File: src/rtl/spi_rx_stream.sv
// spi_rx_stream: clk-oversampled SPI slave receiver (all four modes) with a one-word valid/ready output buffer.
// Optional: define SPI_RX_FRAME_ADDR_RST_EN to restart the write address at 0 on every CS frame.

module spi_rx_stream #(
  parameter int WORD_W = 16,
  parameter int ADDR_W = 15,
  parameter int DEPTH  = 32768,
  parameter int CNT_W  = 16,
  parameter int CPOL   = 0,
  parameter int CPHA   = 0,
  localparam int BC_W  = $clog2(WORD_W) + 1
) (
  input  logic              clk,
  input  logic              reset,
  input  logic              spi_sclk,
  input  logic              spi_mosi,
  input  logic              spi_cs_n,
  output logic [WORD_W-1:0] word_out,
  output logic [ADDR_W-1:0] word_addr,
  output logic              word_valid,
  input  logic              word_ready,
  output logic [CNT_W-1:0]  bytes_received,
  output logic [BC_W-1:0]   bit_count,
  output logic              overflow,
  output logic              frame_error,
  output logic              busy
);

  localparam logic            SCLK_IDLE   = (CPOL != 0);
  localparam logic            SAMPLE_RISE = (CPOL == CPHA);
  localparam logic [BC_W-1:0] LAST_BIT    = BC_W'(WORD_W - 1);
  localparam logic [ADDR_W-1:0] ADDR_LAST = ADDR_W'(DEPTH - 1);
  localparam logic [CNT_W-1:0]  WORD_BYTES = CNT_W'(WORD_W / 8);

`ifdef SPI_RX_FRAME_ADDR_RST_EN
  localparam logic FRAME_ADDR_RST = 1'b1;
`else
  localparam logic FRAME_ADDR_RST = 1'b0;
`endif

  typedef enum logic {
    IDLE,
    SHIFT
  } state_t;

  // Synchroniser chains; bit order is {cs_n, mosi, sclk}, reset to the bus idle levels.
  localparam logic [2:0] SYNC_IDLE = {1'b1, 1'b0, SCLK_IDLE};

  logic [2:0] sync_in;
  logic [2:0] sync_out;
  logic       sclk_prev_reg;
  logic       sclk_sync;
  logic       mosi_sync;
  logic       cs_sync;
  logic       sample_edge;

  assign sync_in = {spi_cs_n, spi_mosi, spi_sclk};

  generate
    for (genvar gi = 0; gi < 3; gi++) begin : g_sync
      logic meta_reg;
      logic sync_reg;

      always_ff @(posedge clk or posedge reset) begin
        if (reset) begin
          meta_reg <= SYNC_IDLE[gi];
          sync_reg <= SYNC_IDLE[gi];
        end else begin
          meta_reg <= sync_in[gi];
          sync_reg <= meta_reg;
        end
      end

      assign sync_out[gi] = sync_reg;
    end
  endgenerate

  assign cs_sync   = sync_out[2];
  assign mosi_sync = sync_out[1];
  assign sclk_sync = sync_out[0];

  always_ff @(posedge clk or posedge reset) begin
    if (reset) begin
      sclk_prev_reg <= SCLK_IDLE;
    end else begin
      sclk_prev_reg <= sclk_sync;
    end
  end

  assign sample_edge = SAMPLE_RISE ? (sclk_sync & ~sclk_prev_reg)
                                   : (~sclk_sync & sclk_prev_reg);

  state_t              state_reg, state_next;
  logic [WORD_W-1:0]   shift_reg, shift_next;
  logic [BC_W-1:0]     bit_count_reg, bit_count_next;
  logic [WORD_W-1:0]   word_reg, word_next;
  logic [ADDR_W-1:0]   addr_reg, addr_next;
  logic [ADDR_W-1:0]   addr_cnt_reg, addr_cnt_next;
  logic                valid_reg, valid_next;
  logic [CNT_W-1:0]    bytes_reg, bytes_next;
  logic                overflow_reg, overflow_next;
  logic                frame_error_reg, frame_error_next;

  logic                frame_start;
  logic                frame_abort;
  logic                word_complete;
  logic                load;
  logic [ADDR_W-1:0]   addr_inc;

  always_ff @(posedge clk or posedge reset) begin
    if (reset) begin
      state_reg <= IDLE;
    end else begin
      state_reg <= state_next;
    end
  end

  // Frame sequencing: CS release always wins over a coincident sample edge.
  always_comb begin
    state_next     = state_reg;
    shift_next     = shift_reg;
    bit_count_next = bit_count_reg;
    frame_start    = 1'b0;
    frame_abort    = 1'b0;
    word_complete  = 1'b0;
    case (state_reg)
      IDLE: begin
        if (!cs_sync) begin
          state_next     = SHIFT;
          bit_count_next = '0;
          shift_next     = '0;
          frame_start    = 1'b1;
        end
      end
      SHIFT: begin
        if (cs_sync) begin
          state_next     = IDLE;
          bit_count_next = '0;
          frame_abort    = (bit_count_reg != '0);
        end else if (sample_edge) begin
          shift_next = (shift_reg << 1) | WORD_W'(mosi_sync);
          if (bit_count_reg == LAST_BIT) begin
            word_complete  = 1'b1;
            bit_count_next = '0;
          end else begin
            bit_count_next = bit_count_reg + BC_W'(1);
          end
        end
      end
      default: begin
        state_next     = IDLE;
        bit_count_next = '0;
      end
    endcase
  end

  assign addr_inc = (addr_cnt_reg == ADDR_LAST) ? '0 : addr_cnt_reg + ADDR_W'(1);

  // Output buffer: an acceptance in the same cycle frees the slot for the completing word.
  always_comb begin
    load             = word_complete & (~valid_reg | word_ready);
    word_next        = word_reg;
    addr_next        = addr_reg;
    addr_cnt_next    = addr_cnt_reg;
    bytes_next       = bytes_reg;
    valid_next       = valid_reg & ~word_ready;
    overflow_next    = overflow_reg | (word_complete & valid_reg & ~word_ready);
    frame_error_next = frame_abort;
    if (load) begin
      word_next     = shift_next;
      addr_next     = addr_cnt_reg;
      addr_cnt_next = addr_inc;
      bytes_next    = bytes_reg + WORD_BYTES;
      valid_next    = 1'b1;
    end else if (frame_start && FRAME_ADDR_RST) begin
      addr_cnt_next = '0;
    end
  end

  always_ff @(posedge clk or posedge reset) begin
    if (reset) begin
      shift_reg       <= '0;
      bit_count_reg   <= '0;
      word_reg        <= '0;
      addr_reg        <= '0;
      addr_cnt_reg    <= '0;
      valid_reg       <= 1'b0;
      bytes_reg       <= '0;
      overflow_reg    <= 1'b0;
      frame_error_reg <= 1'b0;
    end else begin
      shift_reg       <= shift_next;
      bit_count_reg   <= bit_count_next;
      word_reg        <= word_next;
      addr_reg        <= addr_next;
      addr_cnt_reg    <= addr_cnt_next;
      valid_reg       <= valid_next;
      bytes_reg       <= bytes_next;
      overflow_reg    <= overflow_next;
      frame_error_reg <= frame_error_next;
    end
  end

  assign word_out       = word_reg;
  assign word_addr      = addr_reg;
  assign word_valid     = valid_reg;
  assign bytes_received = bytes_reg;
  assign bit_count      = bit_count_reg;
  assign overflow       = overflow_reg;
  assign frame_error    = frame_error_reg;
  assign busy           = (state_reg == SHIFT);

endmodule

File: config.mk
export PLATFORM = sky130hd
export DESIGN_NAME = spi_rx_stream
export DESIGN_NICKNAME = d
export VERILOG_FILES = /design/src/rtl/spi_rx_stream.sv
export SDC_FILE = /design/constraint.sdc
export NUM_CORES = 1
export LEC_CHECK = 0
export ABC_AREA = 1
export CAP_MARGIN = 20
export CORE_ASPECT_RATIO = 1.1
export CORE_MARGIN = 2
export CORE_UTILIZATION = 54
export DETAILED_ROUTE_END_ITERATION = 8
export PLACE_DENSITY = 0.8
export RECOVER_POWER = 25
export SETUP_SLACK_MARGIN = 0.3
export SKIP_CTS_REPAIR_TIMING = 1
export SKIP_LAST_GASP = 1
export SYNTH_ARGS = -nofsm -noshare
export SYNTH_HDL_FRONTEND = slang
export SYNTH_SLANG_ARGS = --single-unit
File: constraint.sdc
create_clock -name clk -period 4.2 [get_ports clk]
set_input_delay 0.84 -clock clk [delete_from_list [all_inputs] [get_ports clk]]
set_output_delay 0.84 -clock clk [all_outputs]
set_load 0.02 [all_outputs]
==> key figures <==
Run status
  • Run status: finished with violations
  • Failing checks: max-capacitance violations, max-slew violations

Placement
  • Placed cell area: approximately 0.0048 mm²
  • Placed insts: 629
  • Port bufs: 60
  • Routability cong.: roughly 0.87
  • Post-DP HPWL: 5420 µm

Clocking
  • TritonCTS buffer count: 9
  • Clk pin slew, worst setup/hold paths: around 90 ps
  • CTS max path bufs: 2
  • Sink Count: 93
  • CTS tree: built
  • Root Buffer: clkbuf_8
  • H-tree Lvls: 3
  • Clock Latency Late Sink: 360 ps

Critical path
  • Setup crit end kind: flip-flop
  • Crit-path most repeated cell: nand2_1
  • Crit path max-delay cell type: nor2_4
  • CP max FO: 47
  • Crit path largest cell delay: 820 ps
  • CP arrival: 3150 ps
  • Critical path startpoint category: flip-flop
  • Critical setup path kind: flip-flop to flip-flop
  • Critical-path cell list: inv_1 -> nand2_1 -> nor2_1 -> clkbuf_1 -> nand2_1 -> nor2_4 -> nand2_1 -> nand2_1 -> nand2_1
  • Delay-heaviest family, CP: simple AND/OR/NAND/NOR gates
  • Crit path required time: 4460 ps
  • Reg2reg start: cs_sync$_DFF_PP1_
  • Setup crit start: cs_sync$_DFF_PP1_
  • WP buf/inv: 2

Floorplanning
  • Starting Density: 0.553
  • Die height: ~95 µm
  • Ports: 62
  • Std cell rows: 33
  • Die area: 0.00832 mm²
  • Floorplan core area: 0.00743 mm²
  • Die W: 87.2 µm

STA
  • Post-route clock period utilization: 0.690
  • Setup-failing EPs final: 0
  • Minimum clock period: just under 3000 ps
  • Worst Clk Skew: 10.2 ps
  • Max-slew violation count: 43
  • Slew HR: -0.174
  • Total Neg Setup Slack: 0 ps
  • Measured slew at the worst slew-check pin: 1750 ps
  • Fin. Hold Viols: 0
  • Fmax: 345 MHz
  • RSZ-0062 raised after global routing: false

Final layout
  • Area grow syn2layout: 20.0%
  • Layout cells sized above 1: 0.0520
  • Diode count: 0
  • Design area: between 0.004 and 0.005 mm²
  • Post-layout net count: 563
  • Final Non-Filler Cells: 645

Pwr
  • Total internal power: between 0.001 and 0.0015 W
  • Clock group share of total power: 0.355
  • Sw Share: 0.256
  • Peak VDD IR: 0.000171 V
  • Final Power: roughly 0.0016 W
  • Comb pwr share: 0.057
  • Power Density: 318 mW/mm²
  • Lkg Pwr: 2.43 nW
  • Sw power: 0.000402 W
  • Sequential power share: 0.588

GRT
  • Vias in the first global route: 3,108
  • Total track usage: 0.209
  • Largest net degree at the start of global routing: 48
  • Antenna violations before repair: 0
  • Grt total ovfl: 0
  • First-pass GRT wire length: 13,700 µm

Synth
  • Most frequent cells after synthesis: 220 x nand2_1, 91 x dfrtp_1, 39 x inv_1
  • Seq/Total Area, Yosys: 0.567
  • Ys Warns: 0
  • Cell area after synthesis: just over 0.004 mm²
  • Most numerous cell in the Yosys netlist: nand2_1
  • Netlist cell types: 29
  • Mean Syn Cell Area: 8.32 µm²
  • Synthesized flop and latch total: 93
  • Synth top area share: 0.554
  • Mapped Nets: 504
  • Cell taking the most area after synthesis: dfrtp_1
  • Synthesized instance count: 494
  • Commonest register cell after synthesis: dfrtp_1
  • Async set-or-reset flop fraction in the synthesized netlist: 1.00
  • Post-synth EDFFs: 0
  • Largest cells by area after synthesis: dfrtp_1 55%, nand2_1 20%, inv_1 3.6%, o21ai_0 3.0%, nor2_1 2.7%

Routing
  • WL/cell: 12.4 µm
  • WL final: 7970 µm
  • Iteration-0 DRC Markers: between 150 and 200
  • Pre-antenna DRT Iters: 4
  • DRC violations left: 0
  • Vias per cell: a little over 5
  • Routed vias: 3,262
  • Number of nets with antenna violations after routing: 0

Worst hold path
  • Beginning of the worst hold path: g_sync[0].meta_reg$_DFF_PP0_
  • Hold Path Class: flip-flop to flip-flop

Run
  • Max-cap viol count: 1
-- metrics by stage --
stage	hold WS (ps)	util	worst slack [ps]
after floorplan	331	-	943
after global placement	335	0.641	1280
after detailed placement	336	0.641	1200
after CTS	354	0.665	1570
after global routing	357	0.663	912
final	354	0.663	1300
-- final timing paths --
| check | slack (ps) | end | depth (start not counted) |
|---|---|---|---|
| worst max register to register | 1300 | bytes_received[11]$_DFFE_PP0P_ | 9 |
| worst max-delay path | 1300 | bytes_received[11]$_DFFE_PP0P_ | 9 |
| worst min-delay path | 350 | g_sync[0].sync_reg$_DFF_PP0_ | 0 |
| min in group asynchronous | 1370 | word_out[0]$_DFFE_PP0P_ | 2 |
| max in group asynchronous | 1770 | addr_cnt_reg[1]$_DFFE_PP0P_ | 3 |
| worst min register to register | 350 | g_sync[0].sync_reg$_DFF_PP0_ | 0 |
-- final cells by class --
cell class | instances | area [µm²]
fill | 608 | 2500
sequential | 93 | 2330
multi-input combinational | 345 | 1530
timing repair buffer | 64 | 627
inverter | 40 | 151
clock buffer | 9 | 124
tap | 87 | 109
clock inverter | 7 | 57.6
-- power by group through the flow --
| stage | clock network [W] | registers (W) | logic (W) |
|---|---|---|---|
| 3_5_place_dp | 0 | 0.000939 | 0.0000917 |
| 3_3_place_gp | 0 | 0.000939 | 0.0000880 |
| 6_report | 0.000556 | 0.000922 | 0.0000887 |
| 5_1_grt | 0.000601 | 0.000924 | 0.000103 |
| 2_1_floorplan | 0 | 0.000947 | 0.0000477 |
| 4_1_cts | 0.000565 | 0.000922 | 0.0000924 |
-- layout by cell type (no fill, tap or decap), types with 4 or more instances in the layout --
cell type,synthesis,routed
nand2_1,220,222
dfrtp_1,91,91
clkdlybuf4s50_1,0,56
inv_1,39,39
nor2_1,30,31
o21ai_0,25,25
nand3_1,21,21
clkbuf_8,0,9
xor2_1,7,7
o21ai_1,7,7
nand3b_1,6,6
nand4_1,6,6
ha_1,4,4
dlygate4sd3_1,0,4
-- cell families after synthesis --
| kind of cell | Yosys count | synth area share |
|---|---|---|
| XOR/XNOR | 9 | 0.0192 |
| AO/OA/AOI/OAI | 35 | 0.0442 |
| AND/OR/NAND/NOR | 296 | 0.297 |
| buffers and inverters | 56 | 0.0594 |
| other | 1 | 0.000913 |
| flip-flops | 93 | 0.567 |
| adder cells (fa/ha/maj) | 4 | 0.0122 |
-- metal layers --
metal	global-route usage	up-vias	routed length [µm]
met5	0	-	0
met4	0.0795	0	115
met3	0.0442	10	298
met2	0.341	64	3880
met1	0.275	1545	3680
li1	-	1643	-
Power figures use the tool's default switching activity.
